[src/rtl/fetch_prefetch_unit_if.sv]
// Fetch-unit bus bundle: instruction-memory request/response channel, redirect input,
// and the instruction handshake toward operand fetch. master = fetch unit, slave = environment.
interface fetch_prefetch_unit_if #(
    parameter int XLEN  = 32,
    parameter int DEPTH = 4
);
    localparam int CW = $clog2(DEPTH) + 1;

    logic            imem_req_valid_out;
    logic            imem_req_ready_in;
    logic [XLEN-1:0] imem_addr_out;
    logic            imem_rsp_valid_in;
    logic [XLEN-1:0] imem_rsp_data_in;
    logic            isbranchTaken_in;
    logic [XLEN-1:0] branchPC_in;
    logic            inst_valid_out;
    logic            inst_ready_in;
    logic [XLEN-1:0] inst_out;
    logic [XLEN-1:0] inst_pc_out;
    logic [CW-1:0]   occupancy_out;

    modport master (
        output imem_req_valid_out, imem_addr_out, inst_valid_out, inst_out, inst_pc_out, occupancy_out,
        input  imem_req_ready_in, imem_rsp_valid_in, imem_rsp_data_in, isbranchTaken_in, branchPC_in,
               inst_ready_in
    );

    modport slave (
        input  imem_req_valid_out, imem_addr_out, inst_valid_out, inst_out, inst_pc_out, occupancy_out,
        output imem_req_ready_in, imem_rsp_valid_in, imem_rsp_data_in, isbranchTaken_in, branchPC_in,
               inst_ready_in
    );
endinterface

[src/rtl/fetch_prefetch_unit.sv]
// Prefetching fetch stage: issues pipelined in-order memory requests and queues PC-tagged
// instructions. Optional FETCH_PERF_CNT_EN adds saturating pop/redirect counters.
module fetch_prefetch_unit #(
    parameter int              XLEN       = 32,
    parameter int              DEPTH      = 4,
    parameter logic [XLEN-1:0] PC_RESET   = {XLEN{1'b0}},
    parameter int              INST_BYTES = 4
) (
    input  logic clk_in,
    input  logic rst_in,
`ifdef FETCH_PERF_CNT_EN
    fetch_prefetch_unit_if.master bus_if,
    output logic [31:0] perf_fetched_out,
    output logic [31:0] perf_flush_out
`else
    fetch_prefetch_unit_if.master bus_if
`endif
);
    localparam int PW = $clog2(DEPTH);
    localparam int CW = PW + 1;
    localparam logic [PW-1:0]   PTR_ONE = PW'(1);
    localparam logic [XLEN-1:0] PC_INC  = XLEN'(INST_BYTES);

    logic [XLEN-1:0] q_inst_q [DEPTH];
    logic [XLEN-1:0] q_pc_q   [DEPTH];
    logic [XLEN-1:0] pcf_q    [DEPTH];

    logic [XLEN-1:0] pc_q, pc_d;
    logic [PW-1:0]   rd_ptr_q, rd_ptr_d, wr_ptr_q, wr_ptr_d;
    logic [PW-1:0]   pcf_rd_q, pcf_rd_d, pcf_wr_q, pcf_wr_d;
    logic [CW-1:0]   occ_q, occ_d, outst_q, outst_d, disc_q, disc_d;
    logic            req_en_q;

    logic [CW+1:0]   credit_sum_s;
    logic            req_valid_s, accept_s, head_valid_s, pop_s;
    logic            drop_s, take_s, rsp_hit_s;

    // Queue entries plus everything still owed by memory must fit in the queue.
    assign credit_sum_s = {2'b00, occ_q} + {2'b00, outst_q} + {2'b00, disc_q};
    assign req_valid_s  = req_en_q && !bus_if.isbranchTaken_in && (credit_sum_s < (CW+2)'(DEPTH));
    assign accept_s     = req_valid_s && bus_if.imem_req_ready_in;
    assign head_valid_s = (occ_q != {CW{1'b0}});
    assign pop_s        = head_valid_s && bus_if.inst_ready_in;
    assign drop_s       = bus_if.imem_rsp_valid_in && (disc_q != {CW{1'b0}});
    assign take_s       = bus_if.imem_rsp_valid_in && (disc_q == {CW{1'b0}}) &&
                          (outst_q != {CW{1'b0}}) && !bus_if.isbranchTaken_in;
    assign rsp_hit_s    = bus_if.imem_rsp_valid_in &&
                          ((disc_q != {CW{1'b0}}) || (outst_q != {CW{1'b0}}));

    assign bus_if.imem_req_valid_out = req_valid_s;
    assign bus_if.imem_addr_out      = pc_q;
    assign bus_if.inst_valid_out     = head_valid_s;
    assign bus_if.inst_out           = head_valid_s ? q_inst_q[rd_ptr_q] : {XLEN{1'b0}};
    assign bus_if.inst_pc_out        = head_valid_s ? q_pc_q[rd_ptr_q]   : {XLEN{1'b0}};
    assign bus_if.occupancy_out      = occ_q;

    // Next-state for PC, queue/PC-FIFO pointers and in-flight bookkeeping; redirect wins.
    always_comb begin
        pc_d     = pc_q;
        rd_ptr_d = rd_ptr_q;
        wr_ptr_d = wr_ptr_q;
        pcf_rd_d = pcf_rd_q;
        pcf_wr_d = pcf_wr_q;
        occ_d    = occ_q;
        outst_d  = outst_q;
        disc_d   = disc_q;
        if (bus_if.isbranchTaken_in) begin
            // Every in-flight request becomes a discard; a response this cycle retires one of them.
            pc_d     = bus_if.branchPC_in;
            rd_ptr_d = {PW{1'b0}};
            wr_ptr_d = {PW{1'b0}};
            pcf_rd_d = {PW{1'b0}};
            pcf_wr_d = {PW{1'b0}};
            occ_d    = {CW{1'b0}};
            outst_d  = {CW{1'b0}};
            disc_d   = disc_q + outst_q - CW'(rsp_hit_s);
        end else begin
            if (accept_s) begin
                pc_d     = pc_q + PC_INC;
                pcf_wr_d = pcf_wr_q + PTR_ONE;
            end else begin
                pc_d     = pc_q;
                pcf_wr_d = pcf_wr_q;
            end
            if (take_s) begin
                wr_ptr_d = wr_ptr_q + PTR_ONE;
                pcf_rd_d = pcf_rd_q + PTR_ONE;
            end else begin
                wr_ptr_d = wr_ptr_q;
                pcf_rd_d = pcf_rd_q;
            end
            if (pop_s) begin
                rd_ptr_d = rd_ptr_q + PTR_ONE;
            end else begin
                rd_ptr_d = rd_ptr_q;
            end
            outst_d = outst_q + CW'(accept_s) - CW'(take_s);
            disc_d  = disc_q - CW'(drop_s);
            occ_d   = occ_q + CW'(take_s) - CW'(pop_s);
        end
    end

    // Control state registers.
    always_ff @(posedge clk_in or posedge rst_in) begin
        if (rst_in) begin
            pc_q     <= PC_RESET;
            rd_ptr_q <= {PW{1'b0}};
            wr_ptr_q <= {PW{1'b0}};
            pcf_rd_q <= {PW{1'b0}};
            pcf_wr_q <= {PW{1'b0}};
            occ_q    <= {CW{1'b0}};
            outst_q  <= {CW{1'b0}};
            disc_q   <= {CW{1'b0}};
            req_en_q <= 1'b0;
        end else begin
            pc_q     <= pc_d;
            rd_ptr_q <= rd_ptr_d;
            wr_ptr_q <= wr_ptr_d;
            pcf_rd_q <= pcf_rd_d;
            pcf_wr_q <= pcf_wr_d;
            occ_q    <= occ_d;
            outst_q  <= outst_d;
            disc_q   <= disc_d;
            req_en_q <= 1'b1;
        end
    end

    // Storage arrays; contents are only observed through valid pointers, so no reset.
    always_ff @(posedge clk_in) begin
        if (take_s) begin
            q_inst_q[wr_ptr_q] <= bus_if.imem_rsp_data_in;
            q_pc_q[wr_ptr_q]   <= pcf_q[pcf_rd_q];
        end
        if (accept_s) begin
            pcf_q[pcf_wr_q] <= pc_q;
        end
    end

`ifdef FETCH_PERF_CNT_EN
    logic [31:0] perf_fetched_q, perf_flush_q;

    // Saturating counters of dequeue handshakes and redirect cycles.
    always_ff @(posedge clk_in or posedge rst_in) begin
        if (rst_in) begin
            perf_fetched_q <= 32'd0;
            perf_flush_q   <= 32'd0;
        end else begin
            if (pop_s && (perf_fetched_q != 32'hFFFF_FFFF)) begin
                perf_fetched_q <= perf_fetched_q + 32'd1;
            end
            if (bus_if.isbranchTaken_in && (perf_flush_q != 32'hFFFF_FFFF)) begin
                perf_flush_q <= perf_flush_q + 32'd1;
            end
        end
    end

    assign perf_fetched_out = perf_fetched_q;
    assign perf_flush_out   = perf_flush_q;
`endif
endmodule

[src/flat_wrapper.sv]
// flat-port wrapper written by rule: the top's interface ports become plain ports
module fetch_prefetch_unit_flat 
#(
    parameter int              XLEN       = 32,
    parameter int              DEPTH      = 4,
    parameter logic [XLEN-1:0] PC_RESET   = {XLEN{1'b0}},
    parameter int              INST_BYTES = 4
)
  (clk_in, rst_in, bus_if_imem_req_valid_out, bus_if_imem_addr_out, bus_if_inst_valid_out, bus_if_inst_out, bus_if_inst_pc_out, bus_if_occupancy_out, bus_if_imem_req_ready_in, bus_if_imem_rsp_valid_in, bus_if_imem_rsp_data_in, bus_if_isbranchTaken_in, bus_if_branchPC_in, bus_if_inst_ready_in);
  fetch_prefetch_unit_if #(.XLEN(XLEN), .DEPTH(DEPTH)) bus_if_i ();
  input  logic clk_in;
  input  logic rst_in;
  output wire logic [$bits(bus_if_i.imem_req_valid_out)-1:0] bus_if_imem_req_valid_out;
  output wire logic [$bits(bus_if_i.imem_addr_out)-1:0] bus_if_imem_addr_out;
  output wire logic [$bits(bus_if_i.inst_valid_out)-1:0] bus_if_inst_valid_out;
  output wire logic [$bits(bus_if_i.inst_out)-1:0] bus_if_inst_out;
  output wire logic [$bits(bus_if_i.inst_pc_out)-1:0] bus_if_inst_pc_out;
  output wire logic [$bits(bus_if_i.occupancy_out)-1:0] bus_if_occupancy_out;
  input wire logic [$bits(bus_if_i.imem_req_ready_in)-1:0] bus_if_imem_req_ready_in;
  input wire logic [$bits(bus_if_i.imem_rsp_valid_in)-1:0] bus_if_imem_rsp_valid_in;
  input wire logic [$bits(bus_if_i.imem_rsp_data_in)-1:0] bus_if_imem_rsp_data_in;
  input wire logic [$bits(bus_if_i.isbranchTaken_in)-1:0] bus_if_isbranchTaken_in;
  input wire logic [$bits(bus_if_i.branchPC_in)-1:0] bus_if_branchPC_in;
  input wire logic [$bits(bus_if_i.inst_ready_in)-1:0] bus_if_inst_ready_in;
  assign bus_if_imem_req_valid_out = bus_if_i.imem_req_valid_out;
  assign bus_if_imem_addr_out = bus_if_i.imem_addr_out;
  assign bus_if_inst_valid_out = bus_if_i.inst_valid_out;
  assign bus_if_inst_out = bus_if_i.inst_out;
  assign bus_if_inst_pc_out = bus_if_i.inst_pc_out;
  assign bus_if_occupancy_out = bus_if_i.occupancy_out;
  assign bus_if_i.imem_req_ready_in = bus_if_imem_req_ready_in;
  assign bus_if_i.imem_rsp_valid_in = bus_if_imem_rsp_valid_in;
  assign bus_if_i.imem_rsp_data_in = bus_if_imem_rsp_data_in;
  assign bus_if_i.isbranchTaken_in = bus_if_isbranchTaken_in;
  assign bus_if_i.branchPC_in = bus_if_branchPC_in;
  assign bus_if_i.inst_ready_in = bus_if_inst_ready_in;
  fetch_prefetch_unit #(.XLEN(XLEN), .DEPTH(DEPTH), .PC_RESET(PC_RESET), .INST_BYTES(INST_BYTES)) u_core (.clk_in(clk_in), .rst_in(rst_in), .bus_if(bus_if_i));
endmodule
[config.mk]
export PLATFORM = sky130hd
export DESIGN_NAME = fetch_prefetch_unit_flat
export DESIGN_NICKNAME = d
export VERILOG_FILES = /design/src/rtl/fetch_prefetch_unit_if.sv /design/src/rtl/fetch_prefetch_unit.sv /design/src/flat_wrapper.sv
export SDC_FILE = /design/constraint.sdc
export NUM_CORES = 1
export LEC_CHECK = 0
export CAP_MARGIN = 15
export CORE_ASPECT_RATIO = 1.4
export CORE_MARGIN = 1.5
export CORE_UTILIZATION = 53
export DETAILED_ROUTE_END_ITERATION = 10
export GPL_TIMING_DRIVEN = 0
export PLACE_DENSITY = 0.75
export SYNTH_ARGS = -nofsm -noshare
export SYNTH_HDL_FRONTEND = slang
export SYNTH_SLANG_ARGS = --single-unit
[constraint.sdc]
create_clock -name clk_in -period 6.45 [get_ports clk_in]
set_input_delay 1.6125 -clock clk_in [delete_from_list [all_inputs] [get_ports clk_in]]
set_output_delay 1.6125 -clock clk_in [all_outputs]
set_load 0.02 [all_outputs]
==> results <==
- The initial antenna violation count was 0.
- Setup repair after global routing left no endpoint under its margin.
- The nature of the critical path startpoint is a register.
- The first global-routing pass estimated 52500 um of wire.
- After clock tree synthesis, the clock-pin slew on the worst setup and hold paths is 60 ps.
- Synthesis produced a netlist with a net count of 1006.
- The die covers 33900 um^2.
- The clock tree skew after final layout is 18.2 ps.
- By area the synthesized netlist is led by sky130_fd_sc_hd__edfxtp_1, sky130_fd_sc_hd__mux4_2, sky130_fd_sc_hd__dfrtp_1.
- Counting distinct cell types in the post-synthesis netlist gives 53.
- The final hold slack is 516 ps.
- The worst-case hold path end point is u_core.disc_q[2].
- The height of the chip is 217 um.
- The peak supply drop is 150 uV.
- After synthesis the cells add up to 17400 um^2.
- The most used standard cell by instance count after synthesis is sky130_fd_sc_hd__edfxtp_1.
- For this design the static power due to leakage is 0.00695 uW.
- The number of flops mapped to enable cells by yosys is 384.
- In this run the worst path has a maximum fanout of 10.
- After synthesis, the share of flip-flops with an asynchronous set or reset is 11.5%.
- For this configuration, the core starts out at a cell density of 53.7%.
- The number of warnings issued by yosys is 0.
- The first detailed-routing pass took 7 iterations.
- In this run the biggest area consumer among cell types represents 66.3% of the synthesized area.
- After the last flow step, the layout net total stands at 1223.
- The run finished with clean final reports.
- Detailed placement ended at an HPWL of 21900 um.
- The vias after detailed routing is 8988.
- The number of cells on the worst reg-to-reg path is 14.
- At the end of routability-driven placement, the weighted congestion stood at 0.915.
- Of the cells placed in the final design, the portion with a size suffix greater than 1 is 16.5%.
- The endpoint arrival time on the critical path is 3500 ps.
- The number of buffers inserted for hold repair after clock tree synthesis is 0.
- TritonCTS built the clock tree.
- Sequential cells were found to cover 73.5% of the synthesized design area.
- The origin of the critical flop-to-flop path is u_core.bus_if.occupancy_out[0].
- The first-iteration detailed-routing DRC count is 613.
- The setup violation total in the final timing report is 0.
- The final max-slew violation count is 0.
- For the finished layout, the period the worst path requires is 5110 ps.
- The count of final hold-check violations is 0.
- The final worst-path cycle share is 79.3%.
- The number of remaining DRC errors is 0.
- The count of filler cells inserted in the layout is 2271.
- At the pin with the least slew margin, the transition time is 927 ps.
- Global routing finished with a remaining overflow of 0.
- The data required time of the critical path is 4840 ps.
- The number of instances in the synthesized netlist is 909.
- The number of routed nets with antenna violations is 0.
- The min-delay analysis places its worst path in the category reg2reg.
- The largest net degree at the start of global routing is 46.
- The synthesized area divided by synthesized cell count is 19.1 um^2.
- The upper clock frequency limit is 196 MHz.
- The commonest cells after synthesis are sky130_fd_sc_hd__edfxtp_1, sky130_fd_sc_hd__mux4_2, sky130_fd_sc_hd__and2_1.
- The repair_antennas step left the layout with diodes totalling 0.
- The critical path start-end classification is reg2out.
- The number of global-route vias before repair is 9399.
- The cell type with the largest total area after synthesis is sky130_fd_sc_hd__edfxtp_1.
- In this run the power density over the cells is 350 nW/um^2.
- The beginning of the critical path is u_core.bus_if.occupancy_out[0].
- The total detailed-routing wirelength is 33600 um.
- In the final timing run, aggregate negative setup slack is 0 ps.
- The setup check on the worst reg-to-reg path leaves a slack of 2770 ps.
- The relative max-transition margin is 38.2%.
- Counting the buffers created by CTS gives 41.
- The post-cts resize count is 0.
- Counting every sink on the clock net gives 434.
- The number of standard-cell rows in the floorplan is 78.
- During placement, the flow inserted port buffers numbering 169.
- After synthesis the netlist holds a flip-flop and latch count of 434.
- The critical register-to-register path endpoint is u_core.outst_q[2].
- The number of levels in the clock H-tree is 2.
- In the final routed layout, each cell accounts on average for 21.0 um.
- The maximum clock path buffer count is 3.
- Max-cap violations in this run came to 0.
- At the later pin of the worst-skew pair, clock insertion delay measures 540 ps.
- The cell sitting at the root of the clock tree is a sky130_fd_sc_hd__clkbuf_16.
- The worst hold path stage count is 1.
- The area added between synthesis and finish is 21.1%.
- The area inside the core boundary is 32400 um^2.
- Buffers added to address setup during post-CTS repair amount to 0.
- For this run, the leading register cell type out of synthesis is sky130_fd_sc_hd__edfxtp_1.
- The type of element capturing the critical path is a primary output.
- The core utilization of the finished layout is 65.0%.
- Global routing consumed, over all layers together, 20.6% of the routing resources.
- The floorplan step set the die width to 156 um.
- The startpoint identified for the worst hold timing path is u_core.disc_q[2].
- After detailed routing, the number of vias per cell comes to 5.63.
- In this run the count of I/O pins placed on the die edge is 171.
-- sequential cells by signal, summed over array words and instances (netlist names) --
name,cells
u_core.bus_if.occupancy_out,3
u_core.q_inst_q,128
u_core.pcf_wr_q,2
u_core.disc_q,3
u_core.outst_q,3
u_core.wr_ptr_q,2
u_core.req_en_q,1
u_core.rd_ptr_q,2
u_core.pcf_q,128
u_core.bus_if.imem_addr_out,32
u_core.q_pc_q,128
u_core.pcf_rd_q,2
-- worst max-delay path, stage by stage (launching register included) --
cell and delay (ps):
sky130_fd_sc_hd__dfrtp_1 430, sky130_fd_sc_hd__ha_1 250, sky130_fd_sc_hd__fa_1 390, sky130_fd_sc_hd__xor2_1 170, sky130_fd_sc_hd__ha_1 280, sky130_fd_sc_hd__nor4b_2 220
sky130_fd_sc_hd__o2111a_2 300, sky130_fd_sc_hd__buf_2 270, sky130_fd_sc_hd__clkdlybuf4s50_1 660
-- kinds of logic after synthesis --
family	after synthesis	synth area share, %
other cells	1	0.0216
flops	434	73.5
buf+inv	72	1.65
simple gates	192	6.38
compound gates	60	2.45
mux	104	12.9
fa+ha+maj	27	2.12
xor+xnor	19	0.957
-- per-stage QoR --
stage          cell area [um^2]  worst slack [ps]  total power (uW)  instances
2_1_floorplan             17400              2270              4410        909
5_1_grt                   21100              1180              7660       1597
4_1_cts                   21100              1330              7450       1597
3_3_place_gp              19600               467              5130       1518
6_report                  21100              1340              7370       1597
3_5_place_dp              19800              1610              5160       1523
-- metal layers --
layer	global-route usage (%)	wire, um
met4	6.38	703
met2	36.2	17800
met1	26.6	13300
met5	0	0
met3	3.15	1780
-- layout by cell type (no fill, tap or decap), drive strengths merged, types with 9 or more instances in the layout --
| cell | instances |
|---|---|
| inv | 31 |
| nand4 | 14 |
| ha | 23 |
| and2 | 72 |
| o21ai | 9 |
| clkdlybuf4s50 | 169 |
| nor2 | 24 |
| a21oi | 12 |
| edfxtp | 384 |
| nand3 | 17 |
| clkbuf | 80 |
| mux4 | 96 |
| xnor2 | 12 |
| nand2 | 30 |
| dfrtp | 50 |
| buf | 23 |
| clkinv | 12 |
-- where the power goes --
part / switching (uW) / internal, uW
combinational: 888 / 885
sequential: 113 / 3180
clock: 960 / 1340
-- worst max path at each step --
stage,end,cells after the start
final,bus_if_imem_req_valid_out,8
after detailed placement,bus_if_imem_req_valid_out,5
after global placement,u_core.q_inst_q[0][11],4
after floorplan,u_core.q_inst_q[0][0],4
after global routing,bus_if_imem_req_valid_out,8
after CTS,bus_if_imem_req_valid_out,8
-- area by class of cell --
cell class | instances | area [um^2] | area share [%]
buffer | 42 | 174 | 0.826
clock buffer | 56 | 1120 | 5.34
clock inverter | 18 | 163 | 0.772
inverter | 30 | 113 | 0.535
multi-input combinational | 403 | 4340 | 20.6
sequential | 434 | 12800 | 60.7
tap | 440 | 551 | 2.61
timing repair buffer | 174 | 1820 | 8.65
Note: power is estimated with default switching activity, not from simulation.
==> patch (same flow settings) <==
`DEPTH` is set to 4 in 3 places; all go to 8.
--- a/src/rtl/fetch_prefetch_unit_if.sv
+++ b/src/rtl/fetch_prefetch_unit_if.sv
@@ -4,3 +4,3 @@
     parameter int XLEN  = 32,
-    parameter int DEPTH = 4
+    parameter int DEPTH = 8
 );
--- a/src/rtl/fetch_prefetch_unit.sv
+++ b/src/rtl/fetch_prefetch_unit.sv
@@ -4,3 +4,3 @@
     parameter int              XLEN       = 32,
-    parameter int              DEPTH      = 4,
+    parameter int              DEPTH      = 8,
     parameter logic [XLEN-1:0] PC_RESET   = {XLEN{1'b0}},
--- a/src/flat_wrapper.sv
+++ b/src/flat_wrapper.sv
@@ -4,3 +4,3 @@
     parameter int              XLEN       = 32,
-    parameter int              DEPTH      = 4,
+    parameter int              DEPTH      = 8,
     parameter logic [XLEN-1:0] PC_RESET   = {XLEN{1'b0}},
Ports: changed (resized bus_if_occupancy_out); port bits go from 171 to 172. No check against the original RTL was run, so the function may have changed too.
==> patch against the unedited design <==
First-iteration DRC count grew to 2.6 times the old value. Wire length grew 120%. Worst setup slack lost 560 ps. Synthesized area rose by 88%. Sequential power is 89% higher. Total power grew 85%. Sequential cell count grew 391. Clock power grew 82%. Final area up 84%. Via count is 85% higher. Non-clock buffer count grew 92. Clock skew grew 3.3 ps. Combinational power rose by 82%. Highest routed layer unchanged.
==> patch: results (changes against the unedited design) <==
| Metric | Value |
|---|---|
| Status | complete, no violations |
| TritonCTS buffer count | 75 (+83%) |
| Largest net degree at the start of global routing | 41 (-11%) |
| Fraction of area in multi-input gates | 20.3% (-0.31 points) |
| Worst skew pair latency | 620 ps (+80 ps) |
| Post-synthesis sequential area ratio | 75.0% (+1.5 points) |
| # clk buffers | 103 (+84%) |
| Net Sw Frac | 27.8% (+1.2 points) |
| Final HPWL DP | 47300 um (+120%) |
| R2r startpoint | u_core.bus_if.occupancy_out[1] |
| H-tree depth | 3 (+1) |
| Max_slew headroom | 26.5% (-12 points) |
| Worst setup path start | u_core.bus_if.occupancy_out[2] |
| Post-synth ARST share | 6.91% (-4.6 points) |
| Input/output buffers | 170 (+0.59%) |
| Initial DRC Count | 1579 (+160%) |
| Met3 Routed Length | 4680 um (+160%) |
| Inverters | 31 (+3.3%) |
| GR Util All Layers | 23.4% (+2.8 points) |
| Met1 Usage GRT | 30.0% (+3.4 points) |
| Clock Skew | 21.5 ps (+3.32 ps) |
| Clk tree area frac | 5.86% (-0.26 points) |
| Post-synthesis xor/xnor area fraction | 0.724% (-0.23 points) |
| Fillcell total | 4021 (+77%) |
| Slowest CP cell | nor3b_1 |
| Placed Instances | 2639 (+73%) |
| Vias/cell | 5.99 (+6.4%) |
| Commonest cells post-synth | 768 x edfxtp_1, 192 x mux4_2, 96 x nor2_1, 69 x mux2i_1, 57 x dfrtp_1 |
| Wire per inst | 26.2 um (+24%) |
| Layout cells sized above 1 | 22.0% (+5.5 points) |
| Final instance area | 0.0388 sq mm (+84%) |
| Worst EP arrival | 4060 ps (+560 ps) |
| Grt met2 use | 40.6% (+4.4 points) |
| Comb_multi_in | 658 (+63%) |
| Compound-gate portion of the synthesized area | 1.46% (-0.98 points) |
| M1 wire length | 27700 um (+110%) |
| Post-placement cell area | 0.0365 sq mm (+85%) |
| Die area | 0.0631 sq mm (+86%) |
| Leakage power total | 12.3 nW (+78%) |
| Final net count | 2003 (+64%) |
| Non-clk buf share | 7.83% (-1.6 points) |
| Post-synth cell types | 52 (-1.9%) |
| Setup WS pre-CTS | 1380 ps (-231 ps) |
| First-pass DRT Iterations | 5 (-2) |
| Vias in the first global route | 17.6k (+88%) |
| RD Place Congestion | 0.873 (-4.6%) |
| Slowest stage delay, CP | 710 ps (+50 ps) |
| M3 GR Usage | 3.53% (+0.39 points) |
| Synth warnings | 0 (unchanged) |
| Post-Syn Nets | 1695 (+68%) |
| Sequential share of cell area | 63.1% (+2.4 points) |
| Hold Crit Start | u_core.disc_q[3] |
| Largest cells by area after synthesis | edfxtp_1 71%, mux4_2 13%, dfrtp_1 4.4% |
| Number of synthesized register bits | 825 (+90%) |
| Synthesized-area fraction occupied by adder cells | 1.39% (-0.72 points) |
| IR Drop Worst-Case VDD | 0.000213 V (+42%) |
| First-pass GRT wire length | 108000 um (+110%) |
| Largest regs | u_core.pcf_q x256, u_core.q_inst_q x256, u_core.q_pc_q x256 |
## patch: cell types whose count changed in the layout (fill, tap and decap cells not counted), sizes merged, moves of 69 or more
cell    delta
mux4      +96
edfxtp   +384
clkbuf    +69
buf       +69
and2      -70
nor2      +72
## patch: power by group through the flow
stage	Sequential (mW)	Clock, mW	Combinational (mW)
2_1_floorplan	6.31	0	1.97
3_3_place_gp	6.33	0	3.20
3_5_place_dp	6.33	0	3.26
4_1_cts	6.22	4.24	3.29
5_1_grt	6.24	4.43	3.48
6_report	6.23	4.19	3.23
## patch: final timing paths
| kind | slack [ps] | to | cells after the start |
|---|---|---|---|
| min in group asynchronous | 1340 | u_core.bus_if.occupancy_out[0] | 2 |
| max in group asynchronous | 4500 | u_core.bus_if.imem_addr_out[22] | 3 |
| setup reg to reg | 1850 | u_core.pcf_q[3][20] | 15 |
| hold / removal | 530 | u_core.disc_q[3] | 1 |
| hold reg to reg | 530 | u_core.disc_q[3] | 1 |
| setup / recovery | 780 | bus_if_inst_pc_out[14] | 7 |
